`src/rtl/fpt_div.sv`:
```
// fpt_div: signed fixed-point divider, op = (ip1 * 2^F) / ip2, truncated toward zero.
// Restoring long division on magnitudes, one quotient bit per clock over N = TOTAL_W+F cycles.
//
// Ports
//   clk, rst_n         : clock (rising edge) and asynchronous active-low reset
//   in_valid/in_ready  : operand handshake; in_ready is high only while idle
//   ip1, ip2           : signed dividend / divisor, TOTAL_W bits, INT_W integer bits
//   out_valid/out_ready: result handshake; op and err are held until consumed
//   op                 : signed quotient, same Q format as the operands
//   err                : overflow or divide-by-zero, qualified by out_valid
//
// Build option: define FPT_DIV_SAT_EN to saturate op on error (max positive or min
// negative by result sign). Without it, overflow returns the wrapped low bits of the
// quotient and divide-by-zero returns 0.
//
// state | meaning
// IDLE  | waiting for operands, in_ready high
// CALC  | one shift/subtract per cycle; a zero divisor passes through for one cycle
// DONE  | result registered; out_valid rises one cycle after entry, held until taken

`ifndef FPT_TOTAL_WIDTH
`define FPT_TOTAL_WIDTH 16
`endif
`ifndef FPT_INT_WIDTH
`define FPT_INT_WIDTH 8
`endif

module fpt_div #(
  parameter int TOTAL_W = `FPT_TOTAL_WIDTH,
  parameter int INT_W   = `FPT_INT_WIDTH
) (
  input  logic               clk,
  input  logic               rst_n,
  input  logic               in_valid,
  output logic               in_ready,
  input  logic [TOTAL_W-1:0] ip1,
  input  logic [TOTAL_W-1:0] ip2,
  output logic               out_valid,
  input  logic               out_ready,
  output logic [TOTAL_W-1:0] op,
  output logic               err
);

  localparam int F  = TOTAL_W - INT_W;
  localparam int N  = TOTAL_W + F;
  localparam int CW = $clog2(N + 1);

  localparam logic [N-1:0]       LIM_POS = N'((64'd1 << (TOTAL_W - 1)) - 64'd1);
  localparam logic [N-1:0]       LIM_NEG = N'(64'd1 << (TOTAL_W - 1));
  localparam logic [TOTAL_W-1:0] MAX_POS = {1'b0, {(TOTAL_W-1){1'b1}}};
  localparam logic [TOTAL_W-1:0] MIN_NEG = {1'b1, {(TOTAL_W-1){1'b0}}};

  typedef enum logic [1:0] {IDLE, CALC, DONE} state_t;

  state_t             state_q;
  logic               sign_q;
  logic               dz_q;
  logic [TOTAL_W-1:0] dvs_q;
  logic [TOTAL_W-1:0] rem_q;
  logic [N-1:0]       quo_q;
  logic [CW-1:0]      cnt_q;
  logic [TOTAL_W-1:0] op_q;
  logic               err_q;
  logic               out_valid_q;

  logic [TOTAL_W-1:0] mag1, mag2;
  logic [TOTAL_W:0]   rem_t, rem_sub;
  logic               ge;
  logic [TOTAL_W-1:0] rem_d;
  logic [N-1:0]       quo_d;
  logic [N-1:0]       quo_signed;
  logic               ovf;
  logic [TOTAL_W-1:0] fin_op;
  logic [TOTAL_W-1:0] dz_op;
  logic               unused_bits;

  always_comb begin
    mag1 = ip1[TOTAL_W-1] ? (~ip1 + TOTAL_W'(1)) : ip1;
    mag2 = ip2[TOTAL_W-1] ? (~ip2 + TOTAL_W'(1)) : ip2;

    // Remainder never reaches the divisor, so TOTAL_W bits plus the shifted-in bit suffice.
    rem_t   = {rem_q, quo_q[N-1]};
    rem_sub = rem_t - {1'b0, dvs_q};
    ge      = (rem_t >= {1'b0, dvs_q});
    rem_d   = ge ? rem_sub[TOTAL_W-1:0] : rem_t[TOTAL_W-1:0];
    // Dividend bits shift out the top while quotient bits fill from the bottom.
    quo_d   = {quo_q[N-2:0], ge};

    // Negative results may reach one step further than positive ones.
    ovf        = (quo_d > (sign_q ? LIM_NEG : LIM_POS));
    quo_signed = sign_q ? (~quo_d + N'(1)) : quo_d;
`ifdef FPT_DIV_SAT_EN
    fin_op = ovf ? (sign_q ? MIN_NEG : MAX_POS) : quo_signed[TOTAL_W-1:0];
    dz_op  = sign_q ? MIN_NEG : MAX_POS;
`else
    fin_op = quo_signed[TOTAL_W-1:0];
    dz_op  = '0;
`endif
  end

  assign unused_bits = ^{rem_sub[TOTAL_W], quo_signed[N-1:TOTAL_W], MIN_NEG, MAX_POS};

  always_ff @(posedge clk or negedge rst_n) begin
    if (!rst_n) begin
      state_q     <= IDLE;
      sign_q      <= 1'b0;
      dz_q        <= 1'b0;
      dvs_q       <= '0;
      rem_q       <= '0;
      quo_q       <= '0;
      cnt_q       <= '0;
      op_q        <= '0;
      err_q       <= 1'b0;
      out_valid_q <= 1'b0;
    end else begin
      case (state_q)
        IDLE: begin
          if (in_valid) begin
            // A zero divisor keeps only the dividend sign for the saturated result.
            sign_q  <= (ip2 == '0) ? ip1[TOTAL_W-1] : (ip1[TOTAL_W-1] ^ ip2[TOTAL_W-1]);
            dz_q    <= (ip2 == '0);
            dvs_q   <= mag2;
            rem_q   <= '0;
            quo_q   <= N'(mag1) << F;
            cnt_q   <= (ip2 == '0) ? '0 : CW'(N);
            state_q <= CALC;
          end
        end
        CALC: begin
          if (dz_q) begin
            op_q    <= dz_op;
            err_q   <= 1'b1;
            state_q <= DONE;
          end else begin
            quo_q <= quo_d;
            rem_q <= rem_d;
            cnt_q <= cnt_q - CW'(1);
            if (cnt_q == CW'(1)) begin
              op_q    <= fin_op;
              err_q   <= ovf;
              state_q <= DONE;
            end
          end
        end
        DONE: begin
          if (!out_valid_q) begin
            out_valid_q <= 1'b1;
          end else if (out_ready) begin
            out_valid_q <= 1'b0;
            err_q       <= 1'b0;
            state_q     <= IDLE;
          end
        end
        default: state_q <= IDLE;
      endcase
    end
  end

  assign in_ready  = (state_q == IDLE);
  assign out_valid = out_valid_q;
  assign op        = op_q;
  assign err       = err_q;

endmodule
```
`config.mk`:
```
export PLATFORM = sky130hd
export DESIGN_NAME = fpt_div
export DESIGN_NICKNAME = d
export VERILOG_FILES = /design/src/rtl/fpt_div.sv
export SDC_FILE = /design/constraint.sdc
export NUM_CORES = 1
export LEC_CHECK = 0
export CAP_MARGIN = 15
export CORE_UTILIZATION = 40
export DETAILED_ROUTE_END_ITERATION = 6
export DONT_BUFFER_PORTS = 1
export SLEW_MARGIN = 20
export SYNTH_ARGS = -nofsm -noshare
export SYNTH_HDL_FRONTEND = slang
export SYNTH_SLANG_ARGS = --single-unit
```
`constraint.sdc`:
```
create_clock -name clk -period 7.55 [get_ports clk]
set_input_delay 0.755 -clock clk [delete_from_list [all_inputs] [get_ports clk]]
set_output_delay 0.755 -clock clk [all_outputs]
set_load 0.005 [all_outputs]
```
# Word-level counts from Yosys, hierarchy flattened
# Cells that the tools add are included.
[totals]
regBits = 83
out_inout_bits = 19
elab_cells = 70
[op_classes]
add_sub_neg = 5
magnitude_cmp = 2
n_eq_ne = 8
n_mux = 31
n_bitwise = 4
reduce_logical = 10
[ops]
columns = ["op", "count"]
rows = [
  ["$mux W16", 9],
  ["$add A16 B1 Y16 const B", 3],
  ["$mux W24", 2],
  ["$not A16 Y16", 3],
  ["$pmux W24 S2", 1],
  ["$pmux W16 S2", 1],
  ["$gt A24 B16 Y1", 1],
  ["$ge A17 B16 Y1", 1],
  ["$logic_not A16 Y1", 1],
  ["$sub A16 B16 Y16", 1],
  ["$mux W5", 3],
  ["$mux W2", 5],
  ["$pmux W5 S2", 1],
  ["$ne A2 B2 Y1 const B", 4],
  ["$reduce_and A4 Y1", 2],
  ["$mux W1", 7],
  ["$pmux W2 S3", 1],
  ["$reduce_bool A2 Y1", 3],
  ["$eq A5 B1 Y1 const B", 1],
  ["$sub A5 B1 Y5 const B", 1],
  ["$reduce_and A2 Y1", 2],
  ["$ne A3 B3 Y1 const B", 1],
  ["$reduce_and A3 Y1", 1],
  ["$eq A2 B1 Y1 const B", 1],
  ["other kinds (4)", 4],
]

# Depth between registers and ports, before layout
# Gate-level depths: netlist of run 1.
[depth]
ltp_word = 6
depth_mapped = 17
mapped_depth_nobuf = 15

# Least setup slack after synthesis of run 1
# Ideal clock, no wire load.
[synth_path]
kind = "register to register"
from = "reg rem_q[7]"
to = "reg err_q, in the netlist err"
arrival_time_ps = 2992
required_ps = 7418
slack_ps = 4426
stages_incl_launch_ff = 17
path_buffers = 2
period_less_slack_ps = 3124
cell_sequence = "dfrtp_1 > ha_1 > clkbuf_1 > and3_1 > and2_1 > a31oi_1 > nand3_1 > inv_1 > clkbuf_1 > ha_1 > nor2b_1 > o21ai_0 > nand2b_1 > a21oi_1 > o21ai_0 > a2111oi_0 > nor2_1"
[synth_between]
elab_chain_cells = 5
[synth_rtl]
columns = ["element", "line_no", "rtl"]
rows = [
  ["from (decl)", "59", "logic [TOTAL_W-1:0] rem_q;"],
  ["from (signal assigned)", "136", "rem_q <= rem_d;"],
  ["$ge A17 B16 Y1", "84", "ge = (rem_t >= {1'b0, dvs_q});"],
  ["$gt A24 B16 Y1", "90", "ovf = (quo_d > (sign_q ? LIM_NEG : LIM_POS));"],
  ["$mux W1", "138", "if (cnt_q == CW'(1)) begin"],
  ["$mux W1", "130", "if (dz_q) begin"],
  ["$pmux W1 S2", "116", "case (state_q)"],
  ["to (signal assigned)", "140", "err_q <= ovf;"],
  ["to (decl)", "63", "logic err_q;"],
]
# Every way passes these cells. The select of a mux whose other input is x is not followed.
# A chain may end at the register's enable or synchronous reset.

# Worst setup path after layout of run 1
[layout_path]
from = "reg dvs_q[1]"
to = "reg err_q, in the netlist err"
[layout_between]
elab_chain_cells = 5
[layout_rtl]
columns = ["element", "line_no", "rtl"]
rows = [
  ["from (decl)", "58", "logic [TOTAL_W-1:0] dvs_q;"],
  ["from (signal assigned)", "122", "dvs_q <= mag2;"],
  ["$ge A17 B16 Y1", "84", ""],
  ["$gt A24 B16 Y1", "90", ""],
  ["$mux W1", "138", ""],
  ["$mux W1", "130", ""],
  ["$pmux W1 S2", "116", ""],
]
# Every way passes these cells. The select of a mux whose other input is x is not followed.

==> summary.txt, run 1 <==
STA
  • Hold Fails Final Rpt: 0
  • Clock skew: 0.00796 ns
  • Period utilisation layout: 44.6%
  • Max frequency: 0.297 GHz
  • Tmin final: 3.37 ns
  • Setup TNS: 0 ns
  • Unrepaired setup endpoints after global routing: false
  • Tightest Pin Transition: 1.06 ns
  • Max-slew violations: 0
  • Final setup vio count: 0
  • Slew HR: 29.2%

Route
  • Vias per cell: 5.64
  • DR WL met3: 628 um
  • Routed met1 length: 6820 um
  • Top sig layer: met4
  • Routed vias: 4633
  • Post-Route WL: 13200 um
  • Drt drc: 0
  • 1st-iter DRT viols: 276
  • Wire per inst: 16.0 um
  • Router iterations before antenna repair: 7
  • Post-route ant nets: 0
  • Met2 wire length: 5530 um

Clock tree
  • CTS tree: done
  • Postcts setup bufs: 0
  • CTS H-tree lvls: 3
  • Clk sink count: 83
  • Clk_lat worst skew: 0.34 ns
  • CTS-repair resized insts: 0
  • CTS Buffer Depth: 2
  • Root Driver: clkbuf_16
  • CTS Buf Count: 9
  • Clk slew on worst S/H paths: 0.07 ns
  • Post-CTS Hold Buffers: 0

Logic synthesis
  • Netlist cell types: 54
  • Cells after Synth: 658
  • Post-synth top area share: 37.2%
  • Ys async rst share: 100%
  • Post-Syn Area per Cell: 8.48 um^2
  • Sequential cell area fraction in the yosys report: 37.2%
  • Post-synth top area cell: dfrtp_1
  • Synthesized area: 5580 um^2
  • Number of flops mapped to enable cells by yosys: 0
  • Largest cells by area after synthesis: dfrtp_1 (37%), ha_1 (8.3%), o21ai_0 (7.0%)
  • Number of synthesized register bits: 83
  • Synthesized net count: 732
  • Post-synth top flop: dfrtp_1
  • Synth Warn #: 0

Die
  • Die ar.: 14400 um^2
  • Core box area: 13400 um^2
  • # rows: 42
  • Die Ht: 120 um
  • Ports: 55
  • Die Width: 120 um
  • Initial Util: 41.7%

Critical path
  • Crit path max-delay family: compound AO/OA/AOI/OAI gates
  • CP Launch Type: flop
  • CP max FO: 28
  • Setup crit end kind: flop
  • Crit Path Class: reg -> reg
  • CP arrival: 3.59 ns
  • R2r setup slk: 4.18 ns
  • Worst r2r src: dvs_q[1]
  • Slowest CP cell: dfrtp_1
  • Max incr delay on CP: 0.42 ns
  • Worst Path Required: 7.78 ns
  • RR Endpoint: err
  • Critical-path cell list: inv_1 > ha_1 > nor2b_1 > o31a_1 > o211ai_1 > nand3_1 > buf_4 > inv_1 > ha_1 > nor2b_1 > o21ai_0 > nand2b_1 > a21oi_1 > o21ai_0 > a2111oi_0 > nor2_1
  • CP bufs+invs: 3
  • FF-to-FF path depth: 16

Power
  • Pwr/cell area: 473 nW/um^2
  • Max VDD drop: 0.145 mV
  • Static Leakage: 2.63 nW

Placement
  • Cell Area, Placed: 5720 um^2
  • Gpl congestion: 0.842
  • I/O Buffers: 0
  • DP Wirelength: 9660 um

Final layout
  • Multi-input logic area: 3270 um^2
  • Share of cells above drive strength 1: 5.11%
  • Layout area overhead: 8.43%
  • N_diodes: 0
  • Filler Cells Inserted: 1289
  • Sequential Area: 2080 um^2
  • Final Cell Area: 6050 um^2
  • Final core utilization: 45.2%
  • Post-layout nets: 715

Global routing
  • Total congestion overflow: 0
  • Vias in the first global route: 4331
  • Tot GR Track Use: 19.3%
  • Global-route wire length before repair: 22100 um
  • Initial antenna violation count: 0
  • Pin count of the biggest net entering global routing: 84

Outcome
  • Status: complete, no violations

Job
  • Max cap viols: 0

Worst hold path
  • Worst Hold Class: in -> async
cells in the final DEF, fill, tap and decap left out, types with 11 or more instances in the layout:
cell      instances
nor2_1           38
xnor2_1          13
xor2_1           32
dfrtp_1          83
o21ai_0          77
inv_1            29
ha_1             37
o31ai_1          13
nor3_1           11
nand2b_1         12
a21oi_1          49
nand2_1          93
flip-flops by register name (all words and copies together), names as in the netlist:
name,count
quo_q,24
dvs_q,16
op,16
rem_q,16
cnt_q,5
state_q,2
dz_q,1
err,1
out_valid,1
sign_q,1
synthesized netlist by cell type, types with 10 or more instances:
master     n
or3_1     10
ha_1      37
nor3_1    11
o31ai_1   13
inv_1     29
o21ai_0   78
dfrtp_1   83
mux2i_1   10
xor2_1    32
nand3_1   10
nand2_1   93
nand2b_1  12
clkbuf_1  26
nor2_1    39
xnor2_1   13
a21oi_1   49
worst max path at each step:
| stage | start | to | cells after the start |
|---|---|---|---|
| finish | dvs_q[1] | err | 16 |
| global placement | dvs_q[1] | err | 16 |
| CTS | dvs_q[1] | err | 16 |
| global route | dvs_q[1] | err | 16 |
| detailed placement | dvs_q[1] | err | 16 |
| floorplan | rem_q[7] | err | 16 |
through the flow:
| step | total power [mW] | cells | setup WS (ns) | hold slack, ns |
|---|---|---|---|---|
| 2_1_floorplan | 2.03 | 658 | 4.43 | 0.450 |
| 3_3_place_gp | 2.33 | 806 | 4.27 | 0.461 |
| 3_5_place_dp | 2.37 | 806 | 4.16 | 0.461 |
| 4_1_cts | 2.87 | 822 | 4.15 | 0.0937 |
| 5_1_grt | 3.12 | 822 | 3.89 | 0.0912 |
| 6_report | 2.86 | 822 | 4.18 | 0.104 |
kinds of logic (layout without fill, tap and decap cells):
group	after synthesis	in the layout	share of synthesized area [%]
flip-flops	83	83	37.2
AND/OR/NAND/NOR	218	218	18.6
multiplexers	11	11	2.00
XOR/XNOR	45	45	7.06
buffers and inverters	63	51	4.33
AO/OA/AOI/OAI	200	200	22.2
adder cells (fa/ha/maj)	38	38	8.65
routing by layer:
| metal | global-route usage, % | up-vias |
|---|---|---|
| met4 | 6.88 | 0 |
| met1 | 29.0 | 2212 |
| met2 | 27.4 | 100 |
| li1 | - | 2307 |
| met5 | 0 | - |
| met3 | 3.28 | 14 |
report_power, final:
group          switching (mW)  internal, mW  leakage, nW
Sequential              0.232         0.656         1.03
Clock                   0.196         0.296        0.164
Combinational           0.823         0.656         1.43
area by class of cell:
cell class,count,share of cell area [%]
Multi-Input combinational cell,512,54.0
Sequential cell,83,34.3
Clock buffer,9,3.72
Tap cell,176,3.64
Inverter,29,1.80
Clock inverter,7,1.78
Timing Repair Buffer,6,0.744
Note: power is estimated with default switching activity, not from simulation.
==> run 2, diff against run 1 <==
- ABC_AREA: not set -> 1
- clock period: 7.55 -> 3.2 ns (I/O delays scaled with it)
==> run 2 against run 1 <==
Effect of this change:
- sequential power is 120% higher
- non-clock buffer count is 5 higher
- highest routed layer unchanged
- synthesized cell count is 20% higher
- count of clock-buffer cells in the layout is 2 higher
- cell area is 4.3% higher
- largest power group unchanged
- global-route usage is 1.2 points higher
- clock skew is 0.0051 ns higher
- critical path depth is 1 higher
- register-to-register slack worse by 3.9 ns
- critical path type unchanged
- routed wire length is 9.7% higher
==> summary.txt, run 2 <==
Die
  • Die ar.: 15000 um^2
  • Ports: 55
  • Core box area: 14000 um^2
  • # rows: 43
  • Die Width: 122 um
  • Die Ht: 122 um
  • Initial Util: 41.4%

Logic synthesis
  • Synth Warn #: 0
  • Commonest cells post-synth: nand2_1 (195), inv_1 (85), dfrtp_1 (83), nor2_1 (60), a21oi_1 (53)
  • Largest cells by area after synthesis: dfrtp_1 (36%), nand2_1 (13%), ha_1 (8.0%)
  • Number of synthesized register bits: 83
  • Post-synth top area cell: dfrtp_1
  • Ys async rst share: 100%
  • Netlist cell types: 51
  • Number of flops mapped to enable cells by yosys: 0
  • Synthesized net count: 863
  • Compound-gate portion of the synthesized area: 18.3%
  • Post-synth top area share: 35.9%
  • Sequential cell area fraction in the yosys report: 35.9%
  • Synthesized area: 5790 um^2
  • Largest family of logic cells by synthesized area: simple AND/OR/NAND/NOR gates
  • Synth Area in Simple Gates: 25.9%
  • Post-Synth Adder-Cell Area: 8.34%
  • Post-Syn Area per Cell: 7.34 um^2
  • Cells after Synth: 789
  • Post-synth top flop: dfrtp_1
  • Multiplexer area fraction after synthesis: 0%
  • Top-count cell post-synth: nand2_1
  • Synth Area in XOR/XNOR: 3.33%

STA
  • Final setup vio count: 0
  • Clock skew: 0.0131 ns
  • Max-slew violations: 0
  • Period utilisation layout: 91.0%
  • Setup TNS: 0 ns
  • Tightest Pin Transition: 0.766 ns
  • Slew HR: 48.5%
  • Unrepaired setup endpoints after global routing: false
  • Max frequency: 0.343 GHz
  • Hold Fails Final Rpt: 0
  • Tmin final: 2.91 ns

Route
  • 1st-iter DRT viols: 347
  • Vias per cell: 5.39
  • Router iterations before antenna repair: 5
  • Drt drc: 0
  • Wire per inst: 14.9 um
  • Routed vias: 5228
  • Post-Route WL: 14400 um
  • Post-route ant nets: 0

Global routing
  • Vias in the first global route: 4940
  • Global-route wire length before repair: 24000 um
  • Tot GR Track Use: 20.5%
  • Total congestion overflow: 0
  • Initial antenna violation count: 0
  • Pin count of the biggest net entering global routing: 84

Critical path
  • CP arrival: 3.18 ns
  • Slowest CP cell: dfrtp_1
  • Setup crit end kind: flop
  • Worst Path Required: 3.47 ns
  • Crit Path Class: reg -> reg
  • CP max FO: 11
  • CP bufs+invs: 1
  • Critical-path cell list: ha_1 > nand2_1 > nand2_1 > nand2_1 > nand2_1 > nand2_1 > nand3_1 > nor2_2 > nand2_4 > inv_2 > ha_1 > nand4_1 > o31ai_2 > nand2_1 > o21ai_0 > nand2_1 > o21ai_1
  • Max incr delay on CP: 0.41 ns
  • CP Launch Type: flop
  • Crit path max-delay family: simple AND/OR/NAND/NOR gates
  • Most frequent CP cell: nand2_1

Power
  • Max VDD drop: 0.487 mV
  • Static Leakage: 3.04 nW
  • Pwr/cell area: 1200 nW/um^2

Clock tree
  • Clk sink count: 83
  • Postcts setup bufs: 0
  • CTS Buffer Depth: 2
  • Clk slew on worst S/H paths: 0.07 ns
  • CTS H-tree lvls: 3
  • Root Driver: clkbuf_16
  • Clk_lat worst skew: 0.35 ns
  • CTS tree: done
  • CTS-repair resized insts: 0
  • CTS Buf Count: 9

Final layout
  • Filler Cells Inserted: 1423
  • Number of flip-flops in the largest register: 24
  • N_diodes: 0
  • Most flops, register: quo_q
  • Commonest non-fill, non-tap cell in the layout: nand2_1
  • Finished Layout Cells: 970
  • Layout area overhead: 8.94%
  • Share of cells above drive strength 1: 7.22%
  • Most frequent cells in the layout: nand2_1 (195), inv_1 (85), dfrtp_1 (83)
  • Post-layout nets: 859

Worst hold path
  • Worst Hold Class: in -> reg

Outcome
  • Status: complete, no violations

Placement
  • Gpl congestion: 0.957
  • I/O Buffers: 0
  • DP Wirelength: 10600 um
  • Placed Instances: 952

Job
  • Max cap viols: 0
==> run 2: cell type report <==
type	count	area, um^2	area share (%)
inverters	91	342	5.41
multi-input cells	589	3240	51.3
repair buffers	11	105	1.67
clock buffers	11	243	3.85
clock inverters	5	82.6	1.31
flip-flops and latches	83	2080	32.9
well taps	180	225	3.57
==> run 2: stage by stage <==
| stage | worst slack [ns] | total power [mW] | hold WS [ns] | utilization, % | cell area, um^2 |
|---|---|---|---|---|---|
| global route | 0.0440 | 8.36 | 0.164 | 45.1 | 6310 |
| CTS | 0.325 | 7.62 | 0.148 | 45.1 | 6310 |
| floorplan | 0.701 | 5.49 | 0.0244 | - | 5790 |
| detailed placement | 0.333 | 6.40 | 0.0280 | 42.5 | 5950 |
| global placement | 0.465 | 6.32 | 0.0280 | 42.5 | 5950 |
| finish | 0.287 | 7.60 | 0.160 | 45.1 | 6310 |
==> run 2: final timing paths <==
path                       slack, ns      from  cells after the start   endpoint
setup / recovery                0.29  rem_q[9]                     17     op[14]
hold / removal                  0.16    ip2[4]                      3   dvs_q[4]
setup reg to reg                0.29  rem_q[9]                     17     op[14]
hold reg to reg                 0.49  dvs_q[8]                      2   dvs_q[8]
max in group asynchronous       2.28     rst_n                      2  quo_q[13]
min in group asynchronous       0.52     rst_n                      2  rem_q[13]
==> run 2: power breakdown <==
part | internal (mW) | total [mW] | switching, mW
Sequential | 1.58 | 1.98 | 0.400
Clock | 0.710 | 1.15 | 0.442
Combinational | 1.68 | 4.47 | 2.79
==> run 2: layer usage <==
metal / GRT usage, % / routed length [um] / up-vias
met4: 6.48 / 178 / 0
met3: 3.62 / 778 / 15
li1: - / - / 2625
met1: 29.4 / 7200 / 2444
met2: 31.0 / 6300 / 144
met5: 0 / 0 / -
==> run 2: cell families (layout without fill, tap and decap cells) <==
logic type / Yosys count / in the layout
xor gates and xnor gates: 22 / 22
DFF: 83 / 83
buffers and inverters: 117 / 118
AOI/OAI and AO/OA: 182 / 182
and+or+nand+nor: 347 / 347
adders and majority gates: 38 / 38
==> run 2: what timing repair did <==
item / 4_1_cts / 5_1_grt
setup endpoints to repair: 0 / 0
hold endpoints to repair: 83 / 0
hold buffers: 2 / 0
==> run 2: worst register-to-register path: stages (launching register included) <==
cell     delay [ns]
dfrtp_1        0.41
ha_1           0.35
nand2_1        0.12
nand2_1        0.08
nand2_1        0.06
nand2_1        0.06
nand2_1        0.07
nand3_1        0.08
nor2_2         0.16
nand2_4        0.06
inv_2          0.16
ha_1           0.25
nand4_1        0.19
o31ai_2        0.29
nand2_1        0.15
o21ai_0        0.16
nand2_1        0.06
o21ai_1        0.13
